==> src/rtl/tdoa_capture_n.sv <==
// N-channel time-difference-of-arrival capture: timestamps each channel's first over-threshold
// sample against a shared counter. Define TDOA_RELATIVE_EN to report times relative to the earliest.
module tdoa_capture_n #(
    parameter int unsigned NUM_CH = 3,
    parameter int unsigned DATA_W = 16,
    parameter int unsigned TIME_W = 32,
    parameter int unsigned WINDOW = 4800
) (
    input  logic                       pcm_clk_i,
    input  logic                       reset_i,
    input  logic                       sample_valid_i,
    input  logic [NUM_CH*DATA_W-1:0]   pcm_data_i,
    input  logic [DATA_W-2:0]          threshold_i,
    input  logic                       arm_i,
    input  logic                       ack_i,
    output logic [NUM_CH*TIME_W-1:0]   trigger_time_o,
    output logic                       times_valid_o,
    output logic                       timeout_o,
    output logic                       busy_o
);

    typedef enum logic [1:0] {StIdle, StArmed, StCapture, StReport} state_e;

    localparam logic [TIME_W-1:0] WindowLimit = TIME_W'(WINDOW);

    state_e                         state_q, state_d;
    logic [TIME_W-1:0]              sample_cnt_q, sample_cnt_d;
    logic [TIME_W-1:0]              window_cnt_q, window_cnt_d;
    logic [NUM_CH-1:0]              flags_q, flags_d;
    logic [NUM_CH-1:0][TIME_W-1:0]  latched_q, latched_d;
    logic [NUM_CH*TIME_W-1:0]       trig_q, trig_d;
    logic                           timeout_q, timeout_d;

    logic [NUM_CH-1:0]              over_thr;
    logic [NUM_CH-1:0]              trip;
    logic [NUM_CH-1:0][TIME_W-1:0]  report_val;
    logic                           all_set;
    logic                           window_open;
    logic                           trip_en;
    logic                           arm_accept;

    // Magnitude in DATA_W+1 bits so the most negative sample does not overflow.
    for (genvar k = 0; k < NUM_CH; k++) begin : g_ch
        logic [DATA_W:0] ext;
        logic [DATA_W:0] mag;
        assign ext         = {pcm_data_i[k*DATA_W+DATA_W-1], pcm_data_i[k*DATA_W +: DATA_W]};
        assign mag         = ext[DATA_W] ? -ext : ext;
        assign over_thr[k] = mag > {2'b00, threshold_i};
    end

    assign all_set     = &flags_q;
    assign window_open = window_cnt_q < WindowLimit;
    assign arm_accept  = (state_q == StIdle) && arm_i;

    always_comb begin
        trip_en = 1'b0;
        if (sample_valid_i) begin
            if (state_q == StArmed) begin
                trip_en = 1'b1;
            end else if (state_q == StCapture && !all_set && window_open) begin
                trip_en = 1'b1;
            end
        end
        trip = over_thr & ~flags_q & {NUM_CH{trip_en}};
    end

`ifdef TDOA_RELATIVE_EN
    // Referenced to the first trip, not min(latched), so counter wrap between trips is harmless.
    logic [TIME_W-1:0] first_ts_q, first_ts_d;

    always_comb begin
        first_ts_d = first_ts_q;
        if (state_q == StArmed && |trip) begin
            first_ts_d = sample_cnt_q;
        end
    end

    always_ff @(posedge pcm_clk_i) begin
        if (reset_i) begin
            first_ts_q <= '0;
        end else begin
            first_ts_q <= first_ts_d;
        end
    end

    always_comb begin
        for (int k = 0; k < NUM_CH; k++) begin
            report_val[k] = latched_q[k] - first_ts_q;
        end
    end
`else
    assign report_val = latched_q;
`endif

    // State register.
    always_ff @(posedge pcm_clk_i) begin
        if (reset_i) begin
            state_q <= StIdle;
        end else begin
            state_q <= state_d;
        end
    end

    // Next-state logic; completion takes priority over window expiry.
    always_comb begin
        state_d = state_q;
        unique case (state_q)
            StIdle: begin
                if (arm_i) begin
                    state_d = StArmed;
                end
            end
            StArmed: begin
                if (|trip) begin
                    state_d = StCapture;
                end
            end
            StCapture: begin
                if (all_set) begin
                    state_d = StReport;
                end else if (!window_open) begin
                    state_d = StIdle;
                end
            end
            StReport: begin
                if (ack_i) begin
                    state_d = StIdle;
                end
            end
            default: state_d = StIdle;
        endcase
    end

    // Outputs decoded from state.
    always_comb begin
        times_valid_o = 1'b0;
        busy_o        = 1'b0;
        unique case (state_q)
            StArmed, StCapture: busy_o        = 1'b1;
            StReport:           times_valid_o = 1'b1;
            default: begin
                times_valid_o = 1'b0;
                busy_o        = 1'b0;
            end
        endcase
    end

    assign trigger_time_o = trig_q;
    assign timeout_o      = timeout_q;

    always_comb begin
        sample_cnt_d = sample_cnt_q;
        window_cnt_d = window_cnt_q;
        flags_d      = flags_q;
        latched_d    = latched_q;
        trig_d       = trig_q;
        timeout_d    = timeout_q;

        if (sample_valid_i) begin
            sample_cnt_d = sample_cnt_q + TIME_W'(1);
        end

        if (arm_accept) begin
            flags_d      = '0;
            window_cnt_d = '0;
            timeout_d    = 1'b0;
        end

        flags_d = flags_d | trip;
        for (int k = 0; k < NUM_CH; k++) begin
            if (trip[k]) begin
                latched_d[k] = sample_cnt_q;
            end
        end

        if (state_q == StCapture && !all_set) begin
            if (sample_valid_i && window_open) begin
                window_cnt_d = window_cnt_q + TIME_W'(1);
            end
            if (!window_open) begin
                timeout_d = 1'b1;
            end
        end

        if (state_q == StCapture && all_set) begin
            trig_d = report_val;
        end
    end

    always_ff @(posedge pcm_clk_i) begin
        if (reset_i) begin
            sample_cnt_q <= '0;
            window_cnt_q <= '0;
            flags_q      <= '0;
            latched_q    <= '0;
            trig_q       <= '0;
            timeout_q    <= 1'b0;
        end else begin
            sample_cnt_q <= sample_cnt_d;
            window_cnt_q <= window_cnt_d;
            flags_q      <= flags_d;
            latched_q    <= latched_d;
            trig_q       <= trig_d;
            timeout_q    <= timeout_d;
        end
    end

endmodule

==> config.mk <==
export PLATFORM = sky130hd
export DESIGN_NAME = tdoa_capture_n
export DESIGN_NICKNAME = d
export VERILOG_FILES = /design/src/rtl/tdoa_capture_n.sv
export SDC_FILE = /design/constraint.sdc
export NUM_CORES = 1
export LEC_CHECK = 0
export ABC_AREA = 1
export ABC_CLOCK_PERIOD_IN_PS = 3100
export CAP_MARGIN = 0
export CORE_MARGIN = 1
export CORE_UTILIZATION = 51
export CTS_BUF_LIST = sky130_fd_sc_hd__clkbuf_4 sky130_fd_sc_hd__clkbuf_8
export DETAILED_ROUTE_END_ITERATION = 10
export MAX_ROUTING_LAYER = met4
export PLACE_DENSITY = 0.74
export RECOVER_POWER = 100
export SLEW_MARGIN = 40
export SYNTH_ARGS = -nofsm -noshare
export SYNTH_HDL_FRONTEND = slang
export SYNTH_SLANG_ARGS = --single-unit
==> constraint.sdc <==
create_clock -name pcm_clk_i -period 3.1 [get_ports pcm_clk_i]
set_input_delay 0.465 -clock pcm_clk_i [delete_from_list [all_inputs] [get_ports pcm_clk_i]]
set_output_delay 0.465 -clock pcm_clk_i [all_outputs]
set_load 0.005 [all_outputs]
Yosys cells after proc, flatten, opt, wreduce, memory -nomap -nowiden
Index checks and enable logic that the tools add are counted.
{"block": "classes", "add_sub_neg": 5, "order_cmp": 4, "eq_ne": 7, "n_mux": 21, "bitwise_logic": 4, "reduce_logical": 11}
{"cell": "$mux 32", "count": 3}
{"cell": "$add 32x1->32 const B", "count": 2}
{"cell": "$gt 17x15->1", "count": 3}
{"cell": "$mux 17", "count": 3}
{"cell": "$neg 17->17", "count": 3}
{"cell": "$lt 32x13->1 const B", "count": 1}
{"cell": "$mux 2", "count": 5}
{"cell": "$mux 1", "count": 8}
{"cell": "$pmux 2 s4", "count": 1}
{"cell": "$and 3x3->3", "count": 2}
{"cell": "$logic_and 1x1->1", "count": 5}
{"cell": "$eq 2x2->1 const B", "count": 2}
{"cell": "$ne 2x2->1 const B", "count": 2}
{"cell": "$reduce_and 4->1", "count": 1}
{"cell": "$mux 3", "count": 1}
{"cell": "$ne 3x3->1 const B", "count": 1}
{"cell": "$not 3->3", "count": 1}
{"cell": "$or 3x3->3", "count": 1}
{"cell": "$reduce_and 3->1", "count": 1}
{"cell": "$reduce_or 3->1", "count": 1}
{"cell": "$eq 2x1->1 const B", "count": 1}
{"cell": "$logic_not 2->1", "count": 1}
{"cell": "$ne 2x1->1 const B", "count": 1}
{"cell": "$reduce_or 2->1", "count": 1}
{"cell": "$logic_not 1->1", "count": 1}
{"block": "word_totals", "reg_bits": 262, "input_bits": 68, "out_inout_bits": 99}

Logic depth before layout (Yosys ltp)
Gate-level depths: netlist (run 1).
{"block": "depth", "word_depth": 11, "mapped_depth": 25}

Worst setup path after synthesis (run 1)
No wires, ideal clock.
{"block": "synth_path", "kind": "input-to-reg", "start": "input pcm_data_i[0]", "end": "register latched_q[14] in the netlist's numbering", "t_arrival_ps": 2947, "required_ps": 2981, "setup_slack_ps": 33, "stages": 22, "n_path_buf": 2, "path_cell_list": "inv_1 > ha_1 > inv_1 > nor3_1 > nand2_1 > nor3_1 > nand4_1 > o31ai_1 > xor2_1 > ha_1 > nand2_1 > nor2_1 > nand4_1 > nor2_1 > nand3_1 > nand2_1 > inv_1 > nand3_2 > buf_4 > buf_2 > o21ai_0 > a21oi_1"}
{"block": "synth_via", "elab_chain_cells": 5}
{"item": "start: declaration", "line": "12", "text": "input logic [NUM_CH*DATA_W-1:0] pcm_data_i,"}
{"item": "$neg 17->17", "line": "47", "text": "assign mag = ext[DATA_W] ? -ext : ext;"}
{"item": "$mux 17 (*)", "line": "47"}
{"item": "$gt 17x15->1 (*)", "line": "48", "text": "assign over_thr[k] = mag > {2'b00, threshold_i};"}
{"item": "$and 3x3->3 (*) (2 in a row)", "line": "64", "text": "trip = over_thr & ~flags_q & {NUM_CH{trip_en}};"}
{"item": "end signal: assignment", "line": "202", "text": "latched_q <= latched_d;"}
{"item": "end: declaration", "line": "30", "text": "logic [NUM_CH-1:0][TIME_W-1:0] latched_q, latched_d;"}
Every way passes the cells marked *; elsewhere a longest branch is shown, timed or not.
A chain may end at the register's enable or synchronous reset.

Final worst setup path (run 1)
{"block": "layout_path", "start": "input pcm_data_i[33]", "end": "register state_q[0]"}
{"block": "layout_via", "elab_chain_cells": 8}
{"item": "$neg 17->17", "line": "47"}
{"item": "$mux 17 (*)", "line": "47"}
{"item": "$gt 17x15->1 (*)", "line": "48"}
{"item": "$and 3x3->3 (*) (2 in a row)", "line": "64"}
{"item": "$reduce_or 3->1 (*)", "line": "114", "text": "if (|trip) begin"}
{"item": "$ne 2x1->1 (no line) (*)"}
{"item": "$reduce_and 4->1 (no line) (*)"}
{"item": "end signal: assignment", "line": "98", "text": "state_q <= StIdle;"}
{"item": "end signal: assignment", "line": "100", "text": "state_q <= state_d;"}
{"item": "end: declaration", "line": "26", "text": "state_e state_q, state_d;"}
Marks and branches as above.

==> flow_summary.json, run 1 <==
{
  "detail_route.iter0.violations": 917,
  "leakage_nw": 6.65,
  "period_minus_slack_ps": 3030,
  "synth_top_family_by_area": "simple AND/OR/NAND/NOR gates",
  "yosys-top-cells-count": "263 x nor2_1, 262 x dfxtp_1, 215 x o21ai_0, 157 x a21oi_1, 154 x inv_1",
  "clkTransAtPathRegs_ps": 60,
  "synth-async-reset-ratio_pct": 0,
  "start_util_pct": 51.9,
  "yosys.area.top_type": "dfxtp_1",
  "yosysMostFrequentCell": "nor2_1",
  "ys_seq_area_share_pct": 44.6,
  "rows": 55,
  "critPathTopFamily": "simple AND/OR/NAND/NOR gates",
  "yosys_warnings": 0,
  "fin_area_um2": 15400,
  "dpl.hpwl_um": 21700,
  "vias": 11000,
  "synth_compound_area_share_pct": 18.9,
  "status": "complete, but fails checks",
  "grt_pass1_wl_um": 48900,
  "synth-simple-area-share_pct": 19.0,
  "via_per_inst": 5.28,
  "critical_path.max_fanout": 3,
  "dp_slack_ps": -811,
  "ioPinCount": 167,
  "wl_um": 31100,
  "drc": 0,
  "die_width_um": 154,
  "hold_start": "window_cnt_q[21]",
  "synthAdderAreaFrac_pct": 5.85,
  "cts_tree": "done",
  "fmax_mhz": 330,
  "htreeDepth": 2,
  "synth_seq_cells": 262,
  "grt_usage_pct": 26.1,
  "nets": 1895,
  "grt_pass1_vias": 10200,
  "max-slew-margin-rel_pct": -4.45,
  "first_pass_iters": 5,
  "cp-end-kind": "flop",
  "drtAntennaViolNets": 0,
  "ctsRootBufferMaster": "clkbuf_8",
  "overflow": 0,
  "reg2reg_from": "sample_cnt_q[0]",
  "syn_avg_cell_area_um2": 7.69,
  "cpMostUsedCell": "nand2_1",
  "start_kind": "primary input",
  "antenna_cells": 0,
  "violations": "max-capacitance violations, max-slew violations",
  "ir_drop_mv": 0.374,
  "crit_arrival_ps": 3480,
  "antenna_found_initial": 0,
  "clock_sinks": 262,
  "fin_setup_tns_ps": 0,
  "numPortBuffers": 166,
  "gp_congestion": 0.905,
  "hold_violations": 0,
  "path_buf_inv": 6,
  "max_stage_delay_ps": 310,
  "cts_hold_buf": 0,
  "startpoint": "pcm_data_i[33]",
  "clock_latency_ps": 550,
  "netlist_top_cells_area": "dfxtp_1 45%, o21ai_0 9.2%, nor2_1 8.4%, a21oi_1 6.7%, ha_1 5.9%",
  "drive_gt1_share_pct": 14.2,
  "synth_cell_types": 49,
  "synth_edf_count": 0,
  "setup_viol_count_final": 0,
  "ys_dominant_reg_cell": "dfxtp_1",
  "drv_slew": 46,
  "yosys.area_share.xor_xnor_pct": 3.58,
  "synthMuxAreaShare_pct": 0,
  "synthCells": 1529,
  "mappedNetlistNets": 1652,
  "required_ps": 3550,
  "worst_slack_ps": 66.5,
  "die-area_um2": 23700,
  "critical-path-slowest-cell": "ha_1",
  "post_drt_wl_per_cell_um": 14.9,
  "n_fill_cell": 1899,
  "yosysTopAreaCellShare_pct": 44.6,
  "netlist_area_um2": 11800,
  "holdCritPathClass": "reg2reg",
  "area_growth_pct": 30.9,
  "period_share_pct": 97.9,
  "placed_cell_area_um2": 14200,
  "crit_type": "in2reg",
  "p_per_area_nw_per_um2": 536,
  "worst_slew_pin_slew_ps": 1570,
  "maxCapViolCount": 1,
  "cts_buffer_depth": 3,
  "die_height_um": 154,
  "skew_ps": 19.1,
  "cts_buffers": 42,
  "grt_start_max_net_pins": 70,
  "core_um2": 22600
}
## registers in the layout, summed over array words and instances (netlist names)
name,flops
timeout_o,1
state_q,2
trigger_time_o,96
window_cnt_q,32
latched_q,96
flags_q,3
sample_cnt_q,32
## power breakdown
part	internal, mW	leakage [nW]	switching (mW)
Clock	1.64	0.446	1.34
Sequential	3.60	2.12	0.120
Combinational	0.673	4.09	0.874
## layout make-up
type | count | area (um2) | area share, %
repair buffers | 274 | 2630 | 17.1
clock buffers | 59 | 743 | 4.83
well taps | 285 | 357 | 2.32
flip-flops and latches | 262 | 5250 | 34.1
multi-input cells | 1032 | 5700 | 37.1
clock inverters | 10 | 96.3 | 0.626
inverters | 160 | 614 | 3.99
## cells by family (layout without fill, tap and decap cells)
| logic type | Yosys count | in the layout |
|---|---|---|
| buf+inv | 235 | 503 |
| compound gates | 419 | 419 |
| fa+ha+maj | 55 | 55 |
| flops | 262 | 262 |
| xor+xnor | 48 | 48 |
| simple gates | 510 | 510 |
## per-stage QoR
stage                     instances  utilization, %  total power [mW]  hold WS, ps
after floorplan                1529               -              4.63          415
after global placement         1998            62.8              5.08          425
after detailed placement       1998            62.8              5.12          429
after CTS                      2069            67.0              8.13          438
after global routing           2082            68.0              8.64          453
final                          2082            68.0              8.25          435
## layout by cell type, fill, tap and decap left out, types with 5 or more instances in the layout
cell | netlist | layout
a21oi_2 | 11 | 12
dfxtp_1 | 262 | 262
xnor2_1 | 10 | 10
nor3_1 | 25 | 18
nand2_2 | 2 | 6
clkdlybuf4s50_1 | 0 | 54
o21a_1 | 5 | 5
a21oi_1 | 157 | 155
buf_4 | 6 | 82
dlygate4sd3_1 | 0 | 101
nor2_2 | 10 | 5
nand4_1 | 14 | 15
clkinv_2 | 0 | 5
xor2_1 | 38 | 38
nand2_1 | 132 | 128
clkbuf_8 | 0 | 48
o21ai_0 | 215 | 188
clkbuf_2 | 1 | 5
ha_1 | 55 | 52
o21ai_2 | 1 | 7
clkbuf_4 | 0 | 11
nand3_1 | 38 | 37
inv_2 | 6 | 14
buf_6 | 3 | 8
nor2_1 | 263 | 270
inv_1 | 154 | 142
nand3_4 | 3 | 5
dlymetal6s2s_1 | 0 | 9
o21ai_1 | 7 | 28
nor4_1 | 5 | 5
buf_12 | 0 | 7
## tightest hold or removal path: cells and delay by family (launching register included)
family,cells,cell delay (ps)
and+or+nand+nor,1,40
buffers and inverters,1,60
DFF,1,290
## path summary, 6_finish.rpt
check                      to  slack, ps  depth (start not counted)
max                state_q[0]         70                         26
min          window_cnt_q[21]        430                          2
max reg2reg  sample_cnt_q[26]        380                         13
min reg2reg  window_cnt_q[21]        430                          2
## layer usage
layer / vias to the layer above / routed length (um) / GRT usage (%) / part of all wire, %
met4: 0 / 949 / 10.0 / 3.1
met1: 5073 / 13500 / 32.0 / 43
li1: 5515 / - / - / -
met5: - / 0 / - / 0
met2: 344 / 15000 / 43.7 / 48
met3: 65 / 1620 / 3.52 / 5.2
## repair_timing
action	CTS	global route
pin swaps	1	39
setup buffers	1	9
gates cloned	1	5
setup endpoints to repair	91	101
gates resized for setup	15	97
Note: power is estimated with default switching activity, not from simulation.
==> run 2: changes to the inputs <==
- ABC_CLOCK_PERIOD_IN_PS: 3100 -> 2900
- CORE_UTILIZATION: 51 -> 55
- CTS_BUF_LIST: sky130_fd_sc_hd__clkbuf_4 sky130_fd_sc_hd__clkbuf_8 -> sky130_fd_sc_hd__clkbuf_8
- CTS_CLUSTER_SIZE: unset -> 16
- PLACE_DENSITY: 0.74 -> 0.76
- clock period: 3.1 -> 2.9 ns (I/O delays scaled with it)
==> flow_summary.json, run 2 (same netlist as run 1, synthesis figures left out) <==
{
  "status": "complete, but fails checks",
  "violations": "negative setup slack",
  "grt_usage_pct": 29.9,
  "grt_pass1_wl_um": 51400,
  "via_per_inst": 5.43,
  "start_kind": "primary input",
  "post_drt_wl_per_cell_um": 16.3,
  "final_util_pct": 78.2,
  "hold_start": "window_cnt_q[19]",
  "numPortBuffers": 166,
  "drive_gt1_share_pct": 20.7,
  "vias": 11600,
  "cp-end-kind": "flop",
  "fmax_mhz": 322,
  "cts_buffers": 42,
  "regToRegSetupSlack_ps": 750,
  "area_growth_pct": 39.8,
  "finalPower_mw": 9.26,
  "drv_slew": 0,
  "first_pass_iters": 7,
  "reg2reg_depth": 10,
  "maxCapViolCount": 0,
  "die_width_um": 148,
  "ctsRootBufferMaster": "clkbuf_8",
  "met1_usage_pct": 34.5,
  "n_fill_cell": 1381,
  "cts_tree": "done",
  "wl_um": 34600,
  "worst_slack_ps": -206,
  "period_minus_slack_ps": 3110,
  "max-slew-margin-rel_pct": 60.0,
  "met3_usage_pct": 4.20,
  "crit_type": "in2reg",
  "start_util_pct": 55.9,
  "critical_path.max_fanout": 8,
  "clkTransAtPathRegs_ps": 60,
  "use_met2_pct": 51.1,
  "crit_arrival_ps": 3530,
  "gp_congestion": 0.864,
  "antenna_cells": 0,
  "detail_route.iter0.violations": 687,
  "layout_common_cells": "262 x dfxtp_1, 249 x nor2_1, 155 x inv_1",
  "holdCritPathClass": "reg2reg",
  "worst_slew_pin_slew_ps": 601,
  "drtAntennaViolNets": 0,
  "period_share_pct": 107,
  "final_common_cell": "dfxtp_1",
  "fin_area_um2": 16400,
  "grt_pass1_vias": 10800,
  "ir_drop_mv": 0.426,
  "fin_setup_tns_ps": -3840,
  "die-area_um2": 22000,
  "cts_buffer_depth": 3,
  "die_height_um": 148,
  "ioPinCount": 167,
  "skew_ps": 32.5,
  "dpl.hpwl_um": 21600,
  "leakage_nw": 6.79,
  "p_per_area_nw_per_um2": 563,
  "rr_endpoint": "sample_cnt_q[29]",
  "drc": 0,
  "antenna_found_initial": 0,
  "hold_violations": 0,
  "reg2reg_from": "sample_cnt_q[4]",
  "overflow": 0,
  "grt_start_max_net_pins": 129,
  "required_ps": 3330,
  "holdPathEnd": "window_cnt_q[19]",
  "htreeDepth": 2,
  "clock_latency_ps": 560,
  "holdPathStages": 2,
  "clock_sinks": 262,
  "rsz0062_at_grt": "true",
  "rows": 53,
  "setup_viol_count_final": 35,
  "core_um2": 21000,
  "nets": 1946,
  "placed_cell_area_um2": 14300,
  "grt_most_used_layer": "met2"
}
## run 2: changes by cell type in the layout (fill, tap and decap cells not counted), moves of 7 or more
cell / change
dlygate4sd3_1: -101
a21oi_2: +28
o21ai_1: +28
buf_12: +7
o21ai_0: -45
inv_1: +13
nor2_1: -21
a21oi_1: -29
nor2_2: +12
clkdlybuf4s50_1: +98
nor2_4: +8
o21ai_2: +15
buf_4: +39
clkbuf_4: -11
## run 2: stage by stage
step / hold WS (ps) / cells / setup slack, ps
floorplan: 415 / 1529 / -8.47
global placement: 424 / 1993 / -698
detailed placement: 430 / 1993 / -805
CTS: 440 / 2099 / 0.614
global route: 455 / 2127 / -354
finish: 439 / 2127 / -206
## run 2: layer usage
layer / part of all wire [%] / wire length [um]
met1: 40 / 13800
met5: 0 / 0
met4: 5.0 / 1720
met3: 5.5 / 1900
met2: 50 / 17200
## run 2: cell type report
class / count / area (um2) / share of cell area, %
clock buffer: 52 / 716 / 4.35
timing repair buffer: 325 / 3300 / 20.0
inverter: 160 / 634 / 3.86
sequential: 262 / 5250 / 31.9
multi-input combinational: 1032 / 6080 / 37.0
clock inverter: 21 / 129 / 0.784
tap: 275 / 344 / 2.09
## run 2: repair_timing
action | 4_1_cts | 5_1_grt
pin swaps | 35 | 75
endpoints found under the setup margin | 101 | 100
resized for setup | 63 | 196
hold buffers | 0 | 0
setup buffers | 30 | 21
hold endpoints to repair | 0 | 0
cloned | 4 | 12
## run 2: power by group
group	internal, mW	switching [mW]	total (mW)
registers	3.85	0.144	3.99
logic	0.976	1.12	2.09
clock network	1.71	1.46	3.17
total	6.54	2.72	9.26
## run 2: worst max-delay path, stage by stage
cell and delay [ps]:
clkdlybuf4s50_1 480, inv_2 110, nand3_2 110, nor3_4 210, nand2_2 120, nor3_4 230, nor2_2 60, xor2_1 140
ha_1 310, buf_4 140, a21oi_1 110, nand2_1 70, nand2_1 60, nand3_1 80, a21oi_2 190, nor2_4 70
buf_12 130, buf_16 140, buf_12 140, o21ai_2 140, nor2_1 60
## run 2: how the worst max path moves through the flow
stage,startpoint,end,slack (ps),cells after the start
3_5_place_dp,pcm_data_i[1],state_q[0],-810,25
6_report,pcm_data_i[37],latched_q[91],-210,21
5_1_grt,pcm_data_i[32],latched_q[91],-350,26
4_1_cts,pcm_data_i[33],latched_q[83],0.6,23
2_1_floorplan,pcm_data_i[1],latched_q[14],-8,22
3_3_place_gp,pcm_data_i[16],latched_q[46],-700,22
==> run 3: changes to the inputs <==
- CTS_BUF_LIST: sky130_fd_sc_hd__clkbuf_8 -> unset
- PLACE_DENSITY: 0.76 -> 0.8
- SLEW_MARGIN: 40 -> 20
==> flow_summary.json, run 3 (same netlist as run 1, synthesis figures left out) <==
{
  "status": "complete, but fails checks",
  "violations": "negative setup slack",
  "cts_tree": "done",
  "hold_violations": 0,
  "ioPinCount": 167,
  "grt_pass1_wl_um": 53400,
  "layout_common_cells": "262 x dfxtp_1, 249 x nor2_1, 154 x o21ai_0",
  "finalPower_mw": 9.57,
  "n_fill_cell": 1229,
  "required_ps": 3340,
  "grt_pass1_vias": 11200,
  "grt_start_max_net_pins": 122,
  "start_util_pct": 55.9,
  "via_per_inst": 5.70,
  "detail_route.iter0.violations": 943,
  "holdPathStages": 2,
  "max-slew-margin-rel_pct": 44.7,
  "crit_arrival_ps": 3440,
  "skew_ps": 26.0,
  "ctsRootBufferMaster": "clkbuf_16",
  "htreeDepth": 1,
  "cp-end-kind": "flop",
  "clock_latency_ps": 550,
  "post_drt_wl_per_cell_um": 17.5,
  "final_util_pct": 79.1,
  "period_share_pct": 103,
  "start_kind": "primary input",
  "fmax_mhz": 333,
  "dpl.hpwl_um": 21700,
  "drv_slew": 0,
  "gp_congestion": 0.897,
  "antenna_found_initial": 0,
  "vias": 11900,
  "ir_drop_mv": 0.396,
  "period_minus_slack_ps": 3000,
  "multi_input_area_um2": 6270,
  "first_pass_iters": 8,
  "drive_gt1_share_pct": 22.1,
  "maxCapViolCount": 0,
  "antenna_cells": 0,
  "critical_path.max_fanout": 8,
  "final_common_cell": "dfxtp_1",
  "holdCritPathClass": "reg2reg",
  "numPortBuffers": 166,
  "die_height_um": 148,
  "crit_type": "in2reg",
  "overflow": 0,
  "wl_um": 36700,
  "rsz0062_at_grt": "true",
  "die_width_um": 148,
  "drc": 0,
  "worst_slew_pin_slew_ps": 830,
  "seqCellArea_um2": 5250,
  "rows": 53,
  "area_growth_pct": 41.5,
  "nets": 1926,
  "reg2reg_depth": 10,
  "fin_setup_tns_ps": -589,
  "clock_sinks": 262,
  "core_um2": 21000,
  "p_per_area_nw_per_um2": 575,
  "cts_buffers": 26,
  "worst_slack_ps": -98.5,
  "drtAntennaViolNets": 0,
  "grt_usage_pct": 30.9,
  "setup_viol_count_final": 18,
  "clkTransAtPathRegs_ps": 70,
  "die-area_um2": 22000,
  "cts_buffer_depth": 3,
  "leakage_nw": 6.80
}
-- run 3: area by class of cell --
cell class / count / area share, %
tap: 275 / 2.07
timing repair buffer: 321 / 19.6
sequential: 262 / 31.5
clock buffer: 38 / 4.54
clock inverter: 9 / 0.684
inverter: 160 / 3.87
multi-input combinational: 1032 / 37.7
-- run 3: path summary, 6_finish.rpt --
path	startpoint	end	slack, ps
worst max-delay path	pcm_data_i[32]	latched_q[68]	-100
worst min-delay path	window_cnt_q[13]	window_cnt_q[13]	440
worst max register to register	sample_cnt_q[2]	sample_cnt_q[29]	430
worst min register to register	window_cnt_q[13]	window_cnt_q[13]	440
-- run 3: report_power, final --
group	internal, mW	leakage (nW)	switching (mW)
registers	3.85	2.12	0.146
logic	0.982	4.25	1.17
clock network	1.99	0.430	1.43
-- run 3: worst max-delay path, stage by stage --
cell,delay [ps]
buf_8,100
inv_6,50
ha_4,130
inv_4,30
nor3_4,190
buf_4,130
buf_4,100
buf_4,100
buf_4,90
buf_4,80
buf_4,90
nor2_2,30
xor2_1,160
ha_1,310
nand2_1,70
nor2_2,130
nand3_2,120
nor2_1,160
a21oi_1,90
nand3_1,130
nor2_4,80
buf_6,120
buf_8,130
buf_16,140
o21ai_2,140
nor2_1,70
-- run 3: metrics by stage --
stage	hold slack (ps)	area [um2]	cells	setup WS [ps]
6_report	435	16600	2097	-98.5
5_1_grt	454	16600	2097	-254
4_1_cts	439	15900	2083	-15.3
3_5_place_dp	428	14300	1994	-849
3_3_place_gp	424	14300	1994	-773
2_1_floorplan	415	11800	1529	-8.47
-- run 3: metal layers --
metal	share of wire [%]	GRT usage, %
met1	38	35.4
met2	50	52.8
met3	6.8	4.33
met4	5.4	15.6
met5	0	-
-- run 3: what timing repair did --
item                       CTS  global route
cloned                       8             4
hold buffers                 0             0
gates resized for setup    104           212
pin swaps                   35            54
buffers inserted            34            14
setup endpoints to repair  101           101
